<file path="config.mk">
export PLATFORM = sky130hd
export DESIGN_NAME = mesm6_mem_arbiter_flat
export DESIGN_NICKNAME = d
export VERILOG_FILES = /design/src/rtl/mesm6_mem_arbiter_if.sv /design/src/rtl/mesm6_mem_arbiter.sv /design/src/flat_wrapper.sv
export SDC_FILE = /design/constraint.sdc
export NUM_CORES = 1
export LEC_CHECK = 0
export CAP_MARGIN = 25
export CORE_AREA = 2 2 116 118
export DETAILED_ROUTE_END_ITERATION = 6
export DIE_AREA = 0 0 118 120
export GPL_ROUTABILITY_DRIVEN = 0
export SLEW_MARGIN = 20
export SYNTH_ARGS = -nofsm -noshare
export SYNTH_HDL_FRONTEND = slang
export SYNTH_SLANG_ARGS = --single-unit
</file>
<file path="constraint.sdc">
create_clock -name clk -period 4.3 [get_ports clk]
set_input_delay 0.86 -clock clk [delete_from_list [all_inputs] [get_ports clk]]
set_output_delay 0.86 -clock clk [all_outputs]
set_load 0.005 [all_outputs]
</file>
<file path="src/rtl/mesm6_mem_arbiter_if.sv">
// ============================================================================
// Module      : mesm6_mem_arbiter_if
// Description : Bundle of every bus signal around the two-master memory
//               arbiter: both requester ports, the shared read-data return,
//               the memory port and the status/grant signals.
//               slave  - arbiter view (serves the requesters, drives memory)
//               master - environment view (requesters plus the memory)
// Ports       : m0_* / m1_*   requester handshakes (level read/write, done)
//               m_rdata       shared read data, valid with mN_done
//               mem_*         single memory port
//               grant         one-hot owner, bus_error sticky, err_clear
// Revision    : 1.0 - initial release
// ============================================================================
`default_nettype none

interface mesm6_mem_arbiter_if;
  logic        m0_read;
  logic        m0_write;
  logic [14:0] m0_addr;
  logic [47:0] m0_wdata;
  logic        m0_done;

  logic        m1_read;
  logic        m1_write;
  logic [14:0] m1_addr;
  logic [47:0] m1_wdata;
  logic        m1_done;

  logic [47:0] m_rdata;

  logic        mem_read;
  logic        mem_write;
  logic        mem_done;
  logic [14:0] mem_addr;
  logic [47:0] mem_data_read;
  logic [47:0] mem_data_write;

  logic [1:0]  grant;
  logic        bus_error;
  logic        err_clear;

  modport slave (
    input  m0_read, m0_write, m0_addr, m0_wdata,
    output m0_done,
    input  m1_read, m1_write, m1_addr, m1_wdata,
    output m1_done,
    output m_rdata,
    output mem_read, mem_write, mem_addr, mem_data_write,
    input  mem_done, mem_data_read,
    output grant, bus_error,
    input  err_clear
  );

  modport master (
    output m0_read, m0_write, m0_addr, m0_wdata,
    input  m0_done,
    output m1_read, m1_write, m1_addr, m1_wdata,
    input  m1_done,
    input  m_rdata,
    input  mem_read, mem_write, mem_addr, mem_data_write,
    output mem_done, mem_data_read,
    input  grant, bus_error,
    output err_clear
  );
endinterface

`default_nettype wire

</file>
<file path="src/rtl/mesm6_mem_arbiter.sv">
// ============================================================================
// Module      : mesm6_mem_arbiter
// Description : Round-robin arbiter sharing one 15-bit-address / 48-bit-data
//               memory port between the mesm6 core (master 0) and a second
//               master (DMA / console loader). Level handshake: a request is
//               held until its done pulse. The grant is locked for the whole
//               transaction; a watchdog terminates transactions the memory
//               never completes and raises a sticky bus error.
// Ports       : clk      rising-edge clock
//               reset    synchronous active-high reset
//               arb_if   bus bundle (slave view), see mesm6_mem_arbiter_if
// Parameters  : TIMEOUT  grant cycles allowed before forced termination,
//                        0 disables the watchdog
// Revision    : 1.0 - initial release
// ============================================================================
`default_nettype none

module mesm6_mem_arbiter #(
  parameter int TIMEOUT = 255
) (
  input  logic                 clk,
  input  logic                 reset,
  mesm6_mem_arbiter_if.slave   arb_if
);

  localparam logic [1:0] c_IDLE = 2'd0;
  localparam logic [1:0] c_GNT0 = 2'd1;
  localparam logic [1:0] c_GNT1 = 2'd2;

  // Counter only has to reach TIMEOUT-1.
  localparam int                 c_WDT_W    = (TIMEOUT > 1) ? $clog2(TIMEOUT) : 1;
  localparam logic [c_WDT_W-1:0] c_WDT_LAST = c_WDT_W'((TIMEOUT > 0) ? TIMEOUT - 1 : 0);
  localparam logic               c_WDT_EN   = (TIMEOUT != 0);

  logic [1:0]         state_q, state_d;
  logic               last_q, last_d;
  logic [c_WDT_W-1:0] wdt_q, wdt_d;
  logic               bus_error_q, bus_error_d;
  logic [1:0]         grant_q, grant_d;

  logic        w_req0, w_req1;
  logic        w_active, w_sel;
  logic        w_sel_read, w_sel_write, w_sel_req;
  logic [14:0] w_sel_addr;
  logic [47:0] w_sel_wdata;
  logic        w_mem_fin, w_abandon, w_timeout, w_fin;

  assign w_req0 = arb_if.m0_read | arb_if.m0_write;
  assign w_req1 = arb_if.m1_read | arb_if.m1_write;

  // Reset gates the combinational outputs so a transaction caught by reset
  // never produces a done pulse or a memory request.
  assign w_active = ~reset & ((state_q == c_GNT0) | (state_q == c_GNT1));
  assign w_sel    = (state_q == c_GNT1);

  assign w_sel_read  = w_sel ? arb_if.m1_read  : arb_if.m0_read;
  assign w_sel_write = w_sel ? arb_if.m1_write : arb_if.m0_write;
  assign w_sel_addr  = w_sel ? arb_if.m1_addr  : arb_if.m0_addr;
  assign w_sel_wdata = w_sel ? arb_if.m1_wdata : arb_if.m0_wdata;
  assign w_sel_req   = w_sel_read | w_sel_write;

  // Priority inside a grant: memory completion, then abandon, then watchdog.
  assign w_mem_fin = w_active & arb_if.mem_done;
  assign w_abandon = w_active & ~arb_if.mem_done & ~w_sel_req;
  assign w_timeout = w_active & ~arb_if.mem_done & w_sel_req & c_WDT_EN &
                     (wdt_q == c_WDT_LAST);
  assign w_fin     = w_mem_fin | w_timeout;

  // Memory port: read/write forwarded unchanged, even both-high.
  assign arb_if.mem_read       = w_active & w_sel_read;
  assign arb_if.mem_write      = w_active & w_sel_write;
  assign arb_if.mem_addr       = w_active ? w_sel_addr  : 15'd0;
  assign arb_if.mem_data_write = w_active ? w_sel_wdata : 48'd0;

  assign arb_if.m0_done   = w_fin & ~w_sel;
  assign arb_if.m1_done   = w_fin &  w_sel;
  // A timeout completes with zero data; memory data only on a real done.
  assign arb_if.m_rdata   = w_mem_fin ? arb_if.mem_data_read : 48'd0;
  assign arb_if.grant     = grant_q;
  assign arb_if.bus_error = bus_error_q;

  always_comb begin
    state_d = state_q;
    last_d  = last_q;
    wdt_d   = wdt_q;
    case (state_q)
      c_IDLE: begin
        // On a tie the master that was not served last wins.
        if (w_req0 && (!w_req1 || last_q)) begin
          state_d = c_GNT0;
          last_d  = 1'b0;
          wdt_d   = '0;
        end else if (w_req1) begin
          state_d = c_GNT1;
          last_d  = 1'b1;
          wdt_d   = '0;
        end
      end
      c_GNT0, c_GNT1: begin
        if (w_fin || w_abandon) begin
          state_d = c_IDLE;
        end else begin
          wdt_d = wdt_q + c_WDT_W'(1);
        end
      end
      default: state_d = c_IDLE;
    endcase
    // Setting wins over a simultaneous clear.
    bus_error_d = w_timeout | (bus_error_q & ~arb_if.err_clear);
    grant_d     = {state_d == c_GNT1, state_d == c_GNT0};
  end

  always_ff @(posedge clk) begin
    if (reset) begin
      state_q     <= c_IDLE;
      last_q      <= 1'b1;
      wdt_q       <= '0;
      bus_error_q <= 1'b0;
      grant_q     <= 2'b00;
    end else begin
      state_q     <= state_d;
      last_q      <= last_d;
      wdt_q       <= wdt_d;
      bus_error_q <= bus_error_d;
      grant_q     <= grant_d;
    end
  end

endmodule

`default_nettype wire

</file>
<file path="src/flat_wrapper.sv">
// flat-port wrapper written by rule: the top's interface ports become plain ports
module mesm6_mem_arbiter_flat 
#(
  parameter int TIMEOUT = 255
)
  (clk, reset, arb_if_m0_read, arb_if_m0_write, arb_if_m0_addr, arb_if_m0_wdata, arb_if_m0_done, arb_if_m1_read, arb_if_m1_write, arb_if_m1_addr, arb_if_m1_wdata, arb_if_m1_done, arb_if_m_rdata, arb_if_mem_read, arb_if_mem_write, arb_if_mem_addr, arb_if_mem_data_write, arb_if_mem_done, arb_if_mem_data_read, arb_if_grant, arb_if_bus_error, arb_if_err_clear);
  mesm6_mem_arbiter_if arb_if_i ();
  input  logic clk;
  input  logic reset;
  input wire logic [$bits(arb_if_i.m0_read)-1:0] arb_if_m0_read;
  input wire logic [$bits(arb_if_i.m0_write)-1:0] arb_if_m0_write;
  input wire logic [$bits(arb_if_i.m0_addr)-1:0] arb_if_m0_addr;
  input wire logic [$bits(arb_if_i.m0_wdata)-1:0] arb_if_m0_wdata;
  output wire logic [$bits(arb_if_i.m0_done)-1:0] arb_if_m0_done;
  input wire logic [$bits(arb_if_i.m1_read)-1:0] arb_if_m1_read;
  input wire logic [$bits(arb_if_i.m1_write)-1:0] arb_if_m1_write;
  input wire logic [$bits(arb_if_i.m1_addr)-1:0] arb_if_m1_addr;
  input wire logic [$bits(arb_if_i.m1_wdata)-1:0] arb_if_m1_wdata;
  output wire logic [$bits(arb_if_i.m1_done)-1:0] arb_if_m1_done;
  output wire logic [$bits(arb_if_i.m_rdata)-1:0] arb_if_m_rdata;
  output wire logic [$bits(arb_if_i.mem_read)-1:0] arb_if_mem_read;
  output wire logic [$bits(arb_if_i.mem_write)-1:0] arb_if_mem_write;
  output wire logic [$bits(arb_if_i.mem_addr)-1:0] arb_if_mem_addr;
  output wire logic [$bits(arb_if_i.mem_data_write)-1:0] arb_if_mem_data_write;
  input wire logic [$bits(arb_if_i.mem_done)-1:0] arb_if_mem_done;
  input wire logic [$bits(arb_if_i.mem_data_read)-1:0] arb_if_mem_data_read;
  output wire logic [$bits(arb_if_i.grant)-1:0] arb_if_grant;
  output wire logic [$bits(arb_if_i.bus_error)-1:0] arb_if_bus_error;
  input wire logic [$bits(arb_if_i.err_clear)-1:0] arb_if_err_clear;
  assign arb_if_i.m0_read = arb_if_m0_read;
  assign arb_if_i.m0_write = arb_if_m0_write;
  assign arb_if_i.m0_addr = arb_if_m0_addr;
  assign arb_if_i.m0_wdata = arb_if_m0_wdata;
  assign arb_if_m0_done = arb_if_i.m0_done;
  assign arb_if_i.m1_read = arb_if_m1_read;
  assign arb_if_i.m1_write = arb_if_m1_write;
  assign arb_if_i.m1_addr = arb_if_m1_addr;
  assign arb_if_i.m1_wdata = arb_if_m1_wdata;
  assign arb_if_m1_done = arb_if_i.m1_done;
  assign arb_if_m_rdata = arb_if_i.m_rdata;
  assign arb_if_mem_read = arb_if_i.mem_read;
  assign arb_if_mem_write = arb_if_i.mem_write;
  assign arb_if_mem_addr = arb_if_i.mem_addr;
  assign arb_if_mem_data_write = arb_if_i.mem_data_write;
  assign arb_if_i.mem_done = arb_if_mem_done;
  assign arb_if_i.mem_data_read = arb_if_mem_data_read;
  assign arb_if_grant = arb_if_i.grant;
  assign arb_if_bus_error = arb_if_i.bus_error;
  assign arb_if_i.err_clear = arb_if_err_clear;
  mesm6_mem_arbiter #(.TIMEOUT(TIMEOUT)) u_core (.clk(clk), .reset(reset), .arb_if(arb_if_i));
endmodule
</file>
==> results.md <==
CTS:
- The insertion delay of the later-clocked pin in the worst-skew pair is 250 ps.
- Gates resized during post-CTS repair numbered 0.
- The CTS tree is done.
- The maximum number of buffers from clock root to sink is 2.
- The post-CTS setup repair buffer count is 0.
- The tree is rooted in a sky130_fd_sc_hd__clkbuf_16.
- The deepest level of the CTS H-tree is 1.
- The clock net in this run drives a total of 14 sinks.
- The number of hold buffers added after CTS is 0.
- The clock-pin transition on the worst setup and hold timing paths is roughly 40 ps.
- The number of buffers created by CTS is 3.

Logic synthesis:
- The biggest area contributor in the post-synthesis netlist is sky130_fd_sc_hd__mux2i_1.
- Among all cell types in the netlist, the one instantiated most often is sky130_fd_sc_hd__nor2_1.
- The number of synthesized flops with an enable pin is 0.
- By area the synthesized netlist is led by sky130_fd_sc_hd__mux2i_1, sky130_fd_sc_hd__and3_1, sky130_fd_sc_hd__nor2_1, sky130_fd_sc_hd__dfxtp_1, sky130_fd_sc_hd__clkbuf_1.
- The number of warnings reported in the yosys synthesis log is 0.
- The proportion of register bits with asynchronous set or reset after synthesis is 0%.
- In this run, synthesis produced a sequential element count of 14.
- When the netlist entered floorplanning its net count stood at 490.
- In the synthesized netlist, the cells that appear most often are sky130_fd_sc_hd__nor2_1, sky130_fd_sc_hd__mux2i_1, sky130_fd_sc_hd__and3_1, sky130_fd_sc_hd__clkbuf_1, sky130_fd_sc_hd__dfxtp_1.
- After technology mapping, the gate count stands at between 300 and 400.
- The cell area that synthesis handed to floorplanning was 2110 um^2.
- The synthesized netlist contains 35 unique library cells.
- In the synthesized netlist the dominant register cell turns out to be sky130_fd_sc_hd__dfxtp_1.
- The share of synthesized area in the top cell type comes to 31.3%.
- Summing the sequential cell areas from Yosys gives between 10% and 20% of the chip area.
- The mean cell area of the mapped netlist is approximately 7.0 um^2.

Cells and area:
- The finished layout holds 760 standard cells, fillers aside.
- The final layout contains 772 nets.
- Relative to the synthesized area, the layout overhead comes to 155%.
- The proportion of layout cells with a drive suffix above 1 is between 2 and 3%.
- The filler cell count in the final layout is between 1000 and 1500.

Outcome:
- The run finished with clean final reports.

GRT:
- The number of antenna violations at the first check in global routing is 1.
- The via count of the first global-routing pass was 3391.
- The first global-routing pass estimated 18900 um of wire.
- The total global-route track usage is between 10% and 20%.
- The maximum number of pins on one net before global-route repair is 66.
- Global routing finished with a remaining overflow of 0.

Worst setup path:
- The peak fanout along the critical path is 50.
- For this run, the slowest stage of the critical path takes 520 ps.
- The type of the setup path with the least slack is reg -> out.
- STA classifies the critical path startpoint as a flop.
- For the worst setup path, the data arrival time is 2660 ps.
- The critical path data required time is 3440 ps.
- For this design, the slowest cell found on the critical path is sky130_fd_sc_hd__clkdlybuf4s50_1.
- The cell seen most often among critical-path stages is sky130_fd_sc_hd__inv_1.
- STA classifies the critical path endpoint as a primary output.
- The kind of cell adding the most delay to the critical path is buffers and inverters.
- The critical path goes through inv_1, ha_1, inv_1, nor2_2, buf_12, and3_1, clkdlybuf4s50_1.
- The number of cells on the worst reg-to-reg path is 7.
- The cell count along the critical path is 7.
- The setup slack on the worst flop-to-flop path is approximately 1800 ps.
- Together, buffers and inverters on the worst path number 4.

Placement:
- The number of buffers inserted by port buffering is between 200 and 300.
- The placed instance count is around 760.
- Once detailed placement completed, the half-perimeter wirelength came to between 10000 and 15000 um.
- Prior to clock tree synthesis, the placed netlist has a worst setup slack of ~800 ps.

Drt:
- The number of remaining DRC errors is 0.
- The number of optimization iterations in the first detailed-route pass is 6.
- After detailed routing, the average wire length per cell comes to roughly 17 um.
- The routed layout has approximately 3300 vias.
- The routed design has ~13000 um of wire.
- In this run, the number of DRC markers left after iteration 0 of detailed routing was about 160.
- Once detail routing completed, the nets flagged for antenna violations numbered 0.
- Dividing the detail-routed via count by the number of cells gives ~4.3.

Min path:
- The instance count along the most critical hold path is 2.
- The path class of the lowest-slack min-delay path is reg -> reg.

STA:
- The final critical path takes up about 80% of the cycle.
- The number of slew-limit violations in the final report is 0.
- Setup repair after global routing left no endpoint under its margin.
- The largest clock skew in the final design is approximately 3.5 ps.
- The final setup violation count is 0.
- The smallest setup slack after layout is 784 ps.
- The number of endpoints with negative hold slack in the final report is 0.
- In the final timing run, aggregate negative setup slack is 0 ps.
- The worst pin sits at a relative slew slack of between 50% and 60%.
- The slew of the pin with the lowest slew margin is ~670 ps.
- Subtracting the final worst setup slack from the clock period gives roughly 3500 ps.
- The maximum clock rate is between 200 and 300 MHz.

Power:
- The ratio of total power to cell area is 184 nW/um^2.
- The largest vdd supply drop is about 0.11 mV.
- In this run the static leakage power is 2.07 nW.

Floorplan:
- The core region is approximately 13000 um^2.
- The initial core utilization is 16.3%.
- The height of the die is between 100 and 150 um.
- During I/O placement, the number of pins put on the boundary was 300.
- The die covers 14200 um^2.
- The die boundary width is approximately 120 um.
- In this run the core area contains 42 standard-cell rows.

Run:
- The tool flagged a number of max-cap violations equal to 0.
[cells by family (layout without fill, tap and decap cells)]
group	after synthesis	in the layout	synth area share (%)
simple gates	155	155	36.8
mux	66	66	31.3
buf+inv	35	315	6.63
compound gates	28	28	9.12
flops	14	14	13.3
fa+ha+maj	5	5	2.96
other cells	0	1	0
[where the power goes]
group	leakage, nW	switching (mW)	internal, mW	total (mW)
registers	0.114	0.00653	0.139	0.145
clock network	0.0370	0.0536	0.122	0.175
logic	1.92	0.268	0.402	0.670
total	2.07	0.328	0.662	0.991
[state kept, by name, summed over array words and instances, names as in the netlist]
signal / flops
u_core.arb_if.bus_error: 1
u_core.arb_if.grant: 2
u_core.state_q: 2
u_core.last_q: 1
u_core.wdt_q: 8
[layout make-up]
type / instances / area, um^2 / area share (%)
Sequential cell: 14 / 280 / 5.20
Timing Repair Buffer: 305 / 3080 / 57.1
Antenna cell: 1 / 2.50 / 0.0464
Multi-Input combinational cell: 254 / 1710 / 31.7
Clock buffer: 3 / 75.1 / 1.39
Inverter: 7 / 26.3 / 0.487
Tap cell: 176 / 220 / 4.09
[path summary, 6_finish.rpt]
check	startpoint	endpoint
min	u_core.arb_if.bus_error	u_core.arb_if.bus_error
min reg2reg	u_core.arb_if.bus_error	u_core.arb_if.bus_error
max reg2reg	u_core.state_q[0]	u_core.arb_if.grant[1]
max	u_core.state_q[1]	arb_if_m_rdata[43]
[worst reg2reg max path, stage by stage, from the launching register on]
cell and delay (ps):
sky130_fd_sc_hd__dfxtp_1 330, sky130_fd_sc_hd__inv_1 130, sky130_fd_sc_hd__ha_4 580, sky130_fd_sc_hd__nor3_1 210
sky130_fd_sc_hd__a211oi_4 440, sky130_fd_sc_hd__nand2_1 180, sky130_fd_sc_hd__o32ai_1 380, sky130_fd_sc_hd__and3_1 210
[cells in the final DEF, fill, tap and decap left out, drive strengths merged, types with 2 or more instances in the layout]
cell type      count
o32ai              2
nor2              76
nand3              3
clkdlybuf4s50    299
nor3               3
o21ai              4
and3              50
or4                2
clkbuf             3
a31oi              6
nor4               2
a21oi              9
buf                6
dfxtp             14
or3b               2
mux2i             66
and2               3
nand4              5
inv                7
nand2              3
or2                2
ha                 5
[metal layers]
metal,vias up,share of wire (%),track usage [%]
met5,-,0,0
met4,0,2.6,5.35
met3,21,5.0,2.71
met2,124,54,31.1
met1,1519,39,18.9
li1,1634,-,-
[metrics by stage]
stage	instance area, um^2	util (%)	hold slack (ps)	total power [mW]
after global routing	5390	41.5	507	1.05
after detailed placement	5310	40.9	477	0.822
after CTS	5390	41.5	487	1.00
after global placement	5310	40.9	464	0.813
after floorplan	2110	-	471	0.407
final	5390	41.5	496	0.991
(Power assumes the default switching activity.)
